### config.mk
export PLATFORM = sky130hd
export DESIGN_NAME = stage_mem_lsu
export DESIGN_NICKNAME = d
export VERILOG_FILES = /design/src/rtl/stage_mem_lsu.sv
export SDC_FILE = /design/constraint.sdc
export NUM_CORES = 1
export LEC_CHECK = 0
export ABC_AREA = 1
export BUFFER_PORTS_ARGS = -buffer_cell sky130_fd_sc_hd__buf_2
export CAP_MARGIN = 15
export CORE_MARGIN = 5
export CORE_UTILIZATION = 45
export DETAILED_ROUTE_END_ITERATION = 6
export PLACE_DENSITY = 0.78
export SYNTH_ARGS = -nofsm -noshare
export SYNTH_HDL_FRONTEND = slang
export SYNTH_SLANG_ARGS = --single-unit
### constraint.sdc
create_clock -name clk -period 2.6 [get_ports clk]
set_input_delay 0.13 -clock clk [delete_from_list [all_inputs] [get_ports clk]]
set_output_delay 0.13 -clock clk [all_outputs]
set_load 0.05 [all_outputs]
### src/rtl/stage_mem_lsu.sv
// MEM-stage load/store unit: runs LB/LBU/LH/LHU/LW/SB/SH/SW byte by byte
// over the shared 8-bit memory port, stalling the pipeline until retire.
//
// Ports:
//   clk, rst          clock, synchronous active-high reset
//   rdy               global run enable (low = freeze everything)
//   valid_i           EX/MEM holds a valid instruction
//   opcode_i          instruction opcode (load / store / other)
//   funct3_i          [1:0] access size (0=B,1=H,2=W), [2] unsigned
//   wd_i, wreg_i      destination register and its write enable
//   wdata_i           EX result, passed through for non-memory ops
//   mem_addr_i        effective byte address
//   store_data_i      rs2 value for stores
//   mem_gnt_i         memctrl grants the port this cycle
//   mem_data_i        read byte, valid RD_LAT cycles after issue
//   wd_o, wreg_o      destination register / write enable to MEM/WB
//   wdata_o           writeback data
//   stall_req_o       hold IF..EX/MEM
//   mem_req_o         port request to memctrl
//   mem_we_o          write strobe, only asserted together with grant
//   mem_addr_o        byte address
//   mem_data_o        write byte
module stage_mem_lsu #(
    parameter int ADDR_W = 32,
    parameter int XLEN   = 32,
    parameter int RD_LAT = 1
) (
    input  logic              clk,
    input  logic              rst,
    input  logic              rdy,
    input  logic              valid_i,
    input  logic [6:0]        opcode_i,
    input  logic [2:0]        funct3_i,
    input  logic [4:0]        wd_i,
    input  logic              wreg_i,
    input  logic [XLEN-1:0]   wdata_i,
    input  logic [ADDR_W-1:0] mem_addr_i,
    input  logic [XLEN-1:0]   store_data_i,
    input  logic              mem_gnt_i,
    input  logic [7:0]        mem_data_i,
    output logic [4:0]        wd_o,
    output logic              wreg_o,
    output logic [XLEN-1:0]   wdata_o,
    output logic              stall_req_o,
    output logic              mem_req_o,
    output logic              mem_we_o,
    output logic [ADDR_W-1:0] mem_addr_o,
    output logic [7:0]        mem_data_o
);

    localparam int NB    = XLEN / 8;
    localparam int CNT_W = $clog2(NB + 1);

    localparam logic [6:0] LOAD_OP  = 7'b0000011;
    localparam logic [6:0] STORE_OP = 7'b0100011;

    typedef enum logic [1:0] {
        IDLE,
        XFER,
        DONE
    } state_t;

    state_t state;
    state_t state_nx;

    // Access context latched at accept
    logic [ADDR_W-1:0] base;
    logic [CNT_W-1:0]  size;
    logic              uns;
    logic              store;
    logic [XLEN-1:0]   sdata;
    logic [4:0]        wd_q;

    logic [CNT_W-1:0]  iss_cnt;
    logic [CNT_W-1:0]  cap_cnt;
    logic [RD_LAT-1:0] vpipe;
    logic [XLEN-1:0]   rbuf;

    logic              is_load;
    logic              is_store;
    logic              accept;
    logic              pending;
    logic              issue;
    logic              capture;
    logic [CNT_W-1:0]  dec_size;
    logic [7:0]        st_byte;
    logic [XLEN-1:0]   ld_val;
    logic              sign;

    assign is_load  = (opcode_i == LOAD_OP);
    assign is_store = (opcode_i == STORE_OP);
    assign accept   = (state == IDLE) && valid_i && (is_load || is_store);
    assign pending  = (iss_cnt < size);

    // A beat leaves the port only on a granted, running XFER cycle
    assign issue   = (state == XFER) && rdy && mem_gnt_i && pending;
    // Oldest tag in the read pipe marks the byte arriving this cycle
    assign capture = (state == XFER) && !store && vpipe[RD_LAT-1];

    // Unarchitected encodings collapse to a single byte
    always_comb begin
        dec_size = CNT_W'(1);
        unique case (funct3_i)
            3'd1:    dec_size = CNT_W'(2);
            3'd2:    dec_size = CNT_W'(4);
            3'd5:    dec_size = is_load ? CNT_W'(2) : CNT_W'(1);
            default: dec_size = CNT_W'(1);
        endcase
    end

    always_comb begin
        st_byte = 8'h00;
        for (int i = 0; i < NB; i++) begin
            if (iss_cnt == CNT_W'(i)) begin
                st_byte = sdata[8*i +: 8];
            end
        end
    end

    // Bytes beyond the access size are filled from bit 8N-1 unless unsigned
    always_comb begin
        sign = 1'b0;
        for (int i = 0; i < NB; i++) begin
            if (size == CNT_W'(i + 1)) begin
                sign = rbuf[8*i + 7];
            end
        end
        ld_val = '0;
        for (int i = 0; i < NB; i++) begin
            if (CNT_W'(i) < size) begin
                ld_val[8*i +: 8] = rbuf[8*i +: 8];
            end else begin
                ld_val[8*i +: 8] = {8{sign & ~uns}};
            end
        end
    end

    always_ff @(posedge clk) begin
        if (rst) begin
            state <= IDLE;
        end else if (rdy) begin
            state <= state_nx;
        end
    end

    always_comb begin
        state_nx    = state;
        wd_o        = '0;
        wreg_o      = 1'b0;
        wdata_o     = '0;
        stall_req_o = 1'b0;
        mem_req_o   = 1'b0;
        mem_we_o    = 1'b0;
        mem_addr_o  = '0;
        mem_data_o  = '0;
        unique case (state)
            IDLE: begin
                if (valid_i && !(is_load || is_store)) begin
                    wd_o    = wd_i;
                    wreg_o  = wreg_i;
                    wdata_o = wdata_i;
                end
                if (accept) begin
                    stall_req_o = 1'b1;
                    state_nx    = XFER;
                end
            end
            XFER: begin
                stall_req_o = 1'b1;
                mem_req_o   = rdy && pending;
                mem_addr_o  = base + ADDR_W'(iss_cnt);
                if (store) begin
                    mem_data_o = st_byte;
                    mem_we_o   = rdy && mem_gnt_i && pending;
                end
                if (store && issue && (iss_cnt == size - CNT_W'(1))) begin
                    state_nx = DONE;
                end
                if (capture && (cap_cnt == size - CNT_W'(1))) begin
                    state_nx = DONE;
                end
            end
            DONE: begin
                if (!store) begin
                    wreg_o  = 1'b1;
                    wd_o    = wd_q;
                    wdata_o = ld_val;
                end
                state_nx = IDLE;
            end
            default: begin
                state_nx = IDLE;
            end
        endcase
        // Reset cycle drives nothing, so an aborted store cannot strobe
        if (rst) begin
            wd_o        = '0;
            wreg_o      = 1'b0;
            wdata_o     = '0;
            stall_req_o = 1'b0;
            mem_req_o   = 1'b0;
            mem_we_o    = 1'b0;
            mem_addr_o  = '0;
            mem_data_o  = '0;
        end
    end

    always_ff @(posedge clk) begin
        if (rst) begin
            base    <= '0;
            size    <= '0;
            uns     <= 1'b0;
            store   <= 1'b0;
            sdata   <= '0;
            wd_q    <= '0;
            iss_cnt <= '0;
            cap_cnt <= '0;
            vpipe   <= '0;
            rbuf    <= '0;
        end else if (rdy) begin
            vpipe <= (vpipe << 1) | RD_LAT'(issue && !store);
            if (accept) begin
                base    <= mem_addr_i;
                size    <= dec_size;
                uns     <= funct3_i[2];
                store   <= is_store;
                sdata   <= store_data_i;
                wd_q    <= wd_i;
                iss_cnt <= '0;
                cap_cnt <= '0;
            end
            if (issue) begin
                iss_cnt <= iss_cnt + CNT_W'(1);
            end
            if (capture) begin
                cap_cnt <= cap_cnt + CNT_W'(1);
                for (int i = 0; i < NB; i++) begin
                    if (cap_cnt == CNT_W'(i)) begin
                        rbuf[8*i +: 8] <= mem_data_i;
                    end
                end
            end
        end
    end

endmodule
Word-level counts from Yosys, hierarchy flattened --
Cells that the tools add are included.
Cells by class: reduce and logical (&&, ||, !) cells 31, magnitude comparators 5, mux-type cells 46, bitwise operators 2, equality and inequality tests 21, add/subtract/negate cells 4
Operator list (count):
- 2-to-1 mux 32 bit | 5
- 2-to-1 mux 8 bit | 11
- one-hot mux 32 bit (2 select lines) | 1
- adder 32 x 3 -> 32 bit | 1
- equality test 3 x 2 -> 1 bit, second input constant | 7
- logical AND 1 bit | 15
- 2-to-1 mux 5 bit | 3
- AND reduction 3 bit | 5
- 2-to-1 mux 1 bit | 14
- equality test 3 x 1 -> 1 bit, second input constant | 4
- one-hot mux 5 bit (2 select lines) | 1
- 2-to-1 mux 3 bit | 3
- one-hot mux 3 bit (3 select lines) | 1
- 2-to-1 mux 2 bit | 4
- equality test 7 x 2 -> 1 bit, second input constant | 1
- equality test 7 x 6 -> 1 bit, second input constant | 1
- adder 3 x 1 -> 3 bit, second input constant | 2
- equality test 3 bit | 2
- equality test 3 bit, second input constant | 2
- logical NOT 3 bit | 2
- less-than comparator 1 x 3 -> 1 bit, first input constant | 2
- less-than comparator 2 x 3 -> 1 bit, first input constant | 2
- AND reduction 2 bit | 3
- one-hot mux 1 bit (2 select lines) | 2
- 13 further kinds | 15
Storage, ports and cells: register bits 115, bits of input ports 125, word-level logic and storage cells 123, output and inout bits 81

Depth between registers and ports, before layout --
word-level depth 10, depth in mapped cells 14, depth with buffers taken out 13

Worst setup path after synthesis --
OpenSTA, ideal clock, no wires.
path kind register -> output, from reg size[2], to out mem_req_o, buffers on the path 2, cell stages (with the launch flop) 8, slack -0.247 ns, arrival time 2.717 ns, data required time 2.470 ns, cell sequence dfxtp_1 buf_2 inv_2 buf_2 ha_1 a21oi_1 nand2_1 nor4_1
Between the ends: word-level cells in the longest chain between the ends 4
RTL lines:
- start, declared | line 68 | logic [CNT_W-1:0] size;
- start signal, assigned | line 224 | size <= dec_size;
- less-than comparator 3 bit | line 93 | assign pending = (iss_cnt < size);
- logical AND 1 bit | line 170 | mem_req_o = rdy && pending;
- 2-to-1 mux 1 bit | line 156 | unique case (state)
- 2-to-1 mux 1 bit | line 196 | if (rst) begin
- end, declared | line 45 | output logic mem_req_o,
Every way passes these cells.

Worst setup path after layout --
from reg iss_cnt[2], to out mem_data_o[5]
Between the ends: word-level cells in the longest chain between the ends 8, elaborated cells on any way between the ends 11, classes of those cells eq/ne (3); mux (7); reduce/logical (1)
RTL lines:
- start, declared | line 74 | logic [CNT_W-1:0] iss_cnt;
- start signal, assigned | line 233 | iss_cnt <= iss_cnt + CNT_W'(1);
- logical NOT 3 bit | line 114 | if (iss_cnt == CNT_W'(i)) begin
- 2-to-1 mux 8 bit (3 in series) | line 114
- 2-to-1 mux 8 bit * | line 114
- 2-to-1 mux 8 bit * | line 172 | if (store) begin
- 2-to-1 mux 8 bit * | line 156
- 2-to-1 mux 8 bit * | line 196
- end, declared | line 48 | output logic [7:0] mem_data_o
Mark *: on every way between the ends. The rest lies on a longest branch, timed or not.

==> flow_summary.rst <==
.. list-table::
   :header-rows: 1

   * - Metric
     - Value
   * - Status
     - complete, no violations
   * - Global placer's final weighted congestion
     - about 0.97
   * - Crit start category
     - flop
   * - Total clock buffers created by CTS
     - 17
   * - Number of distinct library cells after synthesis
     - 38
   * - Fraction of final layout cells with drive strength greater than 1
     - 0.2373
   * - Slew of the pin with the lowest slew margin
     - 0.6020 ns
   * - Gate count after technology mapping
     - 1068
   * - Place WS
     - 0.4015 ns
   * - Non-filler cells in the finished layout
     - 1508
   * - Simple-gate area share of the yosys netlist
     - 0.3509
   * - Maximum fanout count along the critical path
     - 11
   * - Violation count after the first detailed-route iteration
     - 692
   * - Count of buffers from port buffering
     - 205
   * - Pin count of the biggest net entering global routing
     - 81
   * - Number of nets in the layout
     - 1453
   * - Post-synthesis adder-cell area fraction
     - 0.03973
   * - Remaining routing DRC violations
     - 0
   * - Via count of the first global-routing pass
     - 7400
   * - P_leak
     - 4.016 nW
   * - Highest clock frequency the design can meet
     - 401.2 MHz
   * - Post-route core utilization
     - 0.6117
   * - Share of the synthesized area in compound gates (AO/OA/AOI/OAI)
     - 0.1788
   * - Net count after synthesis
     - approximately 1.2k
   * - Worst min-delay path class
     - in -> reg
   * - Switching power
     - 1.306 mW
   * - Number of nets with antenna violations after routing
     - 0
   * - Synthesis-to-layout area growth
     - 35.18%
   * - Total of fill cells in the finished design
     - 1387
   * - Final Hold Vio Count
     - 0
   * - Endpoint kind of the worst setup timing path
     - primary output
   * - Dominant combinational cell family by area after synthesis
     - simple AND/OR/NAND/NOR gates
   * - Synthesized cell area
     - 0.006803 mm²
   * - Data arrival time at the worst-slack endpoint
     - 2.36 ns
   * - Post-synthesis xor/xnor area fraction
     - 0.01159
   * - Setup violations, final
     - 0
   * - Net switching share of the total power
     - 0.2640
   * - Final Slew Violations
     - 0
   * - Aggregate global-route resource usage
     - 0.2401
   * - Placement Cell Area
     - about 0.0079 mm²
   * - Total wirelength of the detailed-routed design
     - 22.07 mm
   * - Power per cell area
     - around 540 mW/mm²
   * - Ports placed on the boundary
     - ~200
   * - Yosys reg bits
     - 115
   * - Post-Syn Area per Cell
     - 6.370 µm²
   * - Least setup slack across all paths after layout
     - 0.1078 ns
   * - Overall power of the completed layout
     - 4.949 mW
   * - Portion of total power attributed to sequential cells
     - 0.360
   * - Peak VDD IR
     - 0.5936 mV
   * - Number of cells in the design after placement
     - 1422
   * - Clock latency on the worst-skew pair
     - ~0.42 ns
   * - Number of antenna violations at the first check in global routing
     - 1
   * - Post-detailed-route via-to-cell ratio
     - about 5.2
   * - Area enclosed by the die boundary
     - 0.01768 mm²
   * - Crit Path Category
     - reg -> out
   * - Core ar.
     - ~0.015 mm²
   * - Vias post-DR
     - 7877
   * - Avg WL per Cell
     - about 15 µm
   * - Max Cap Violations
     - 0
   * - Post-synthesis mux area share
     - 0
   * - Final standard cell area without fillers
     - 0.009196 mm²
   * - Share of the yosys chip area belonging to registers
     - 0.3384
   * - Biggest area consumer among synthesized cells
     - sky130_fd_sc_hd__dfxtp_1
   * - Final setup TNS
     - 0 ns
   * - Share of the synthesized area in the top cell type
     - 0.3384
   * - Chip Height
     - 133.0 µm
   * - Final critical-path required period
     - 2.492 ns
   * - Wire length of the first global-routing pass
     - 35.02 mm
   * - Worst endpoint required time
     - 2.47 ns
   * - Clock tree from TritonCTS
     - done
   * - Comb pwr share
     - 0.144
   * - Tightest slew margin relative to the limit
     - 0.5987
   * - Placement row count
     - 45
   * - Number of warnings printed during yosys synthesis
     - 0
   * - Sum of overflow across all layers after global routing
     - 0
   * - WHS
     - 0.0008583 ns
   * - Period Utilization, post-route
     - 0.9585
   * - Number of clock sinks
     - 115
   * - Worst Skew
     - 0.01179 ns
   * - Cell chosen for the clock root
     - sky130_fd_sc_hd__clkbuf_16
   * - Clock power frac
     - 0.496
   * - Die Width
     - 133.0 µm
   * - HPWL after DPL
     - 15.58 mm
   * - First-pass iteration count of the detailed router
     - 6
   * - Main area contributors after synthesis
     - sky130_fd_sc_hd__dfxtp_1, sky130_fd_sc_hd__nor2_1, sky130_fd_sc_hd__nand2_1
   * - Clock-pin slew on the worst setup and hold paths
     - 0.05 ns
   * - Internal power
     - 3.642 mW
   * - Maximum buffer depth of the clock tree
     - 2
   * - Initial core utilization
     - 0.4525
   * - CTS H-tree depth
     - 4
==> cells in the final DEF (no fill, tap or decap), types with 20 or more instances in the layout <==
master / count
sky130_fd_sc_hd__dfxtp_1: 109
sky130_fd_sc_hd__dlygate4sd3_1: 52
sky130_fd_sc_hd__nor2_1: 271
sky130_fd_sc_hd__o21ai_0: 105
sky130_fd_sc_hd__nand2_1: 174
sky130_fd_sc_hd__inv_1: 62
sky130_fd_sc_hd__o21ai_1: 20
sky130_fd_sc_hd__buf_2: 194
sky130_fd_sc_hd__nand3_1: 54
sky130_fd_sc_hd__a21oi_1: 89
==> cell families (layout without fill, tap and decap cells) <==
group	after synthesis	in the layout
AOI/OAI and AO/OA	232	232
other	0	1
DFF	115	115
buffers and inverters	128	379
xor gates and xnor gates	9	9
adders and majority gates	21	21
and+or+nand+nor	563	563
==> per-layer routing <==
layer,part of all wire,track usage,up-vias
met3,0.062,0.04981,50
met4,0.024,0.1051,0
met1,0.43,0.2962,3557
met2,0.49,0.4041,330
met5,0,0,-
li1,-,-,3940
==> final timing paths <==
kind	endpoint	slack, ns	cells past startpoint	from
setup / recovery	mem_data_o[5]	0.11	6	iss_cnt[2]$_SDFFE_PP0P_
hold / removal	sdata[3]$_SDFFE_PP0P_	0.0009	3	store_data_i[3]
setup reg to reg	base[4]$_SDFFE_PP0P_	0.62	8	state[0]$_SDFFE_PP0P_
hold reg to reg	vpipe$_SDFFE_PP0P_	0.47	2	vpipe$_SDFFE_PP0P_
==> cell usage after synthesis, drive strengths merged <==
master  instances
a211oi          2
a21o            1
a21oi          91
a22oi           1
a31oi           2
buf            24
clkbuf         26
clkinv          1
dfxtp         115
fa              1
ha             20
inv            77
nand2         185
nand3          58
nand3b          1
nand4           6
nor2          285
nor3           23
nor4            2
o211ai          9
o21a            1
o21ai         125
or2             3
xnor2           4
xor2            5
==> sequential cells by signal, summed over array words and instances, names as in the netlist, 2 cells and up <==
| signal | cells |
|---|---|
| size | 3 |
| iss_cnt | 3 |
| rbuf | 32 |
| cap_cnt | 3 |
| sdata | 32 |
| state | 2 |
| wd_q | 5 |
| base | 32 |
==> power groups by stage <==
stage | Combinational (mW) | Sequential, mW | Clock (mW)
final | 0.712 | 1.78 | 2.46
after detailed placement | 0.643 | 1.82 | 0
after global routing | 0.775 | 1.78 | 2.55
after CTS | 0.707 | 1.78 | 2.48
after floorplan | 0.437 | 1.82 | 0
after global placement | 0.638 | 1.82 | 0
==> worst max-delay path, cell delays in order (launching register included) <==
cell and delay [ns]:
sky130_fd_sc_hd__dfxtp_2 0.42, sky130_fd_sc_hd__inv_1 0.22, sky130_fd_sc_hd__ha_1 0.38, sky130_fd_sc_hd__inv_1 0.24, sky130_fd_sc_hd__o211ai_1 0.16, sky130_fd_sc_hd__a21oi_1 0.21
sky130_fd_sc_hd__buf_2 0.31
==> final cells by class <==
cell class                      count  area [µm²]  share of cell area
Sequential cell                   115        2312              0.2514
Inverter                           78       292.8             0.03184
Antenna cell                        1       2.502           0.0002721
Clock inverter                      8       123.9             0.01347
Timing Repair Buffer              270        1703              0.1852
Clock buffer                       23       498.0             0.05415
Multi-Input combinational cell    825        4029              0.4381
Tap cell                          188       235.2             0.02558
==> repair_timing <==
action                                 4_1_cts  5_1_grt
cloned                                       0        0
endpoints found under the hold margin       52        0
pin swaps                                    0        5
hold buffers                                52        0
buffers inserted                             0        2
setup endpoints to repair                    8       57
resized for setup                           10       28
No activity file was read; power rests on OpenSTA's default activity.
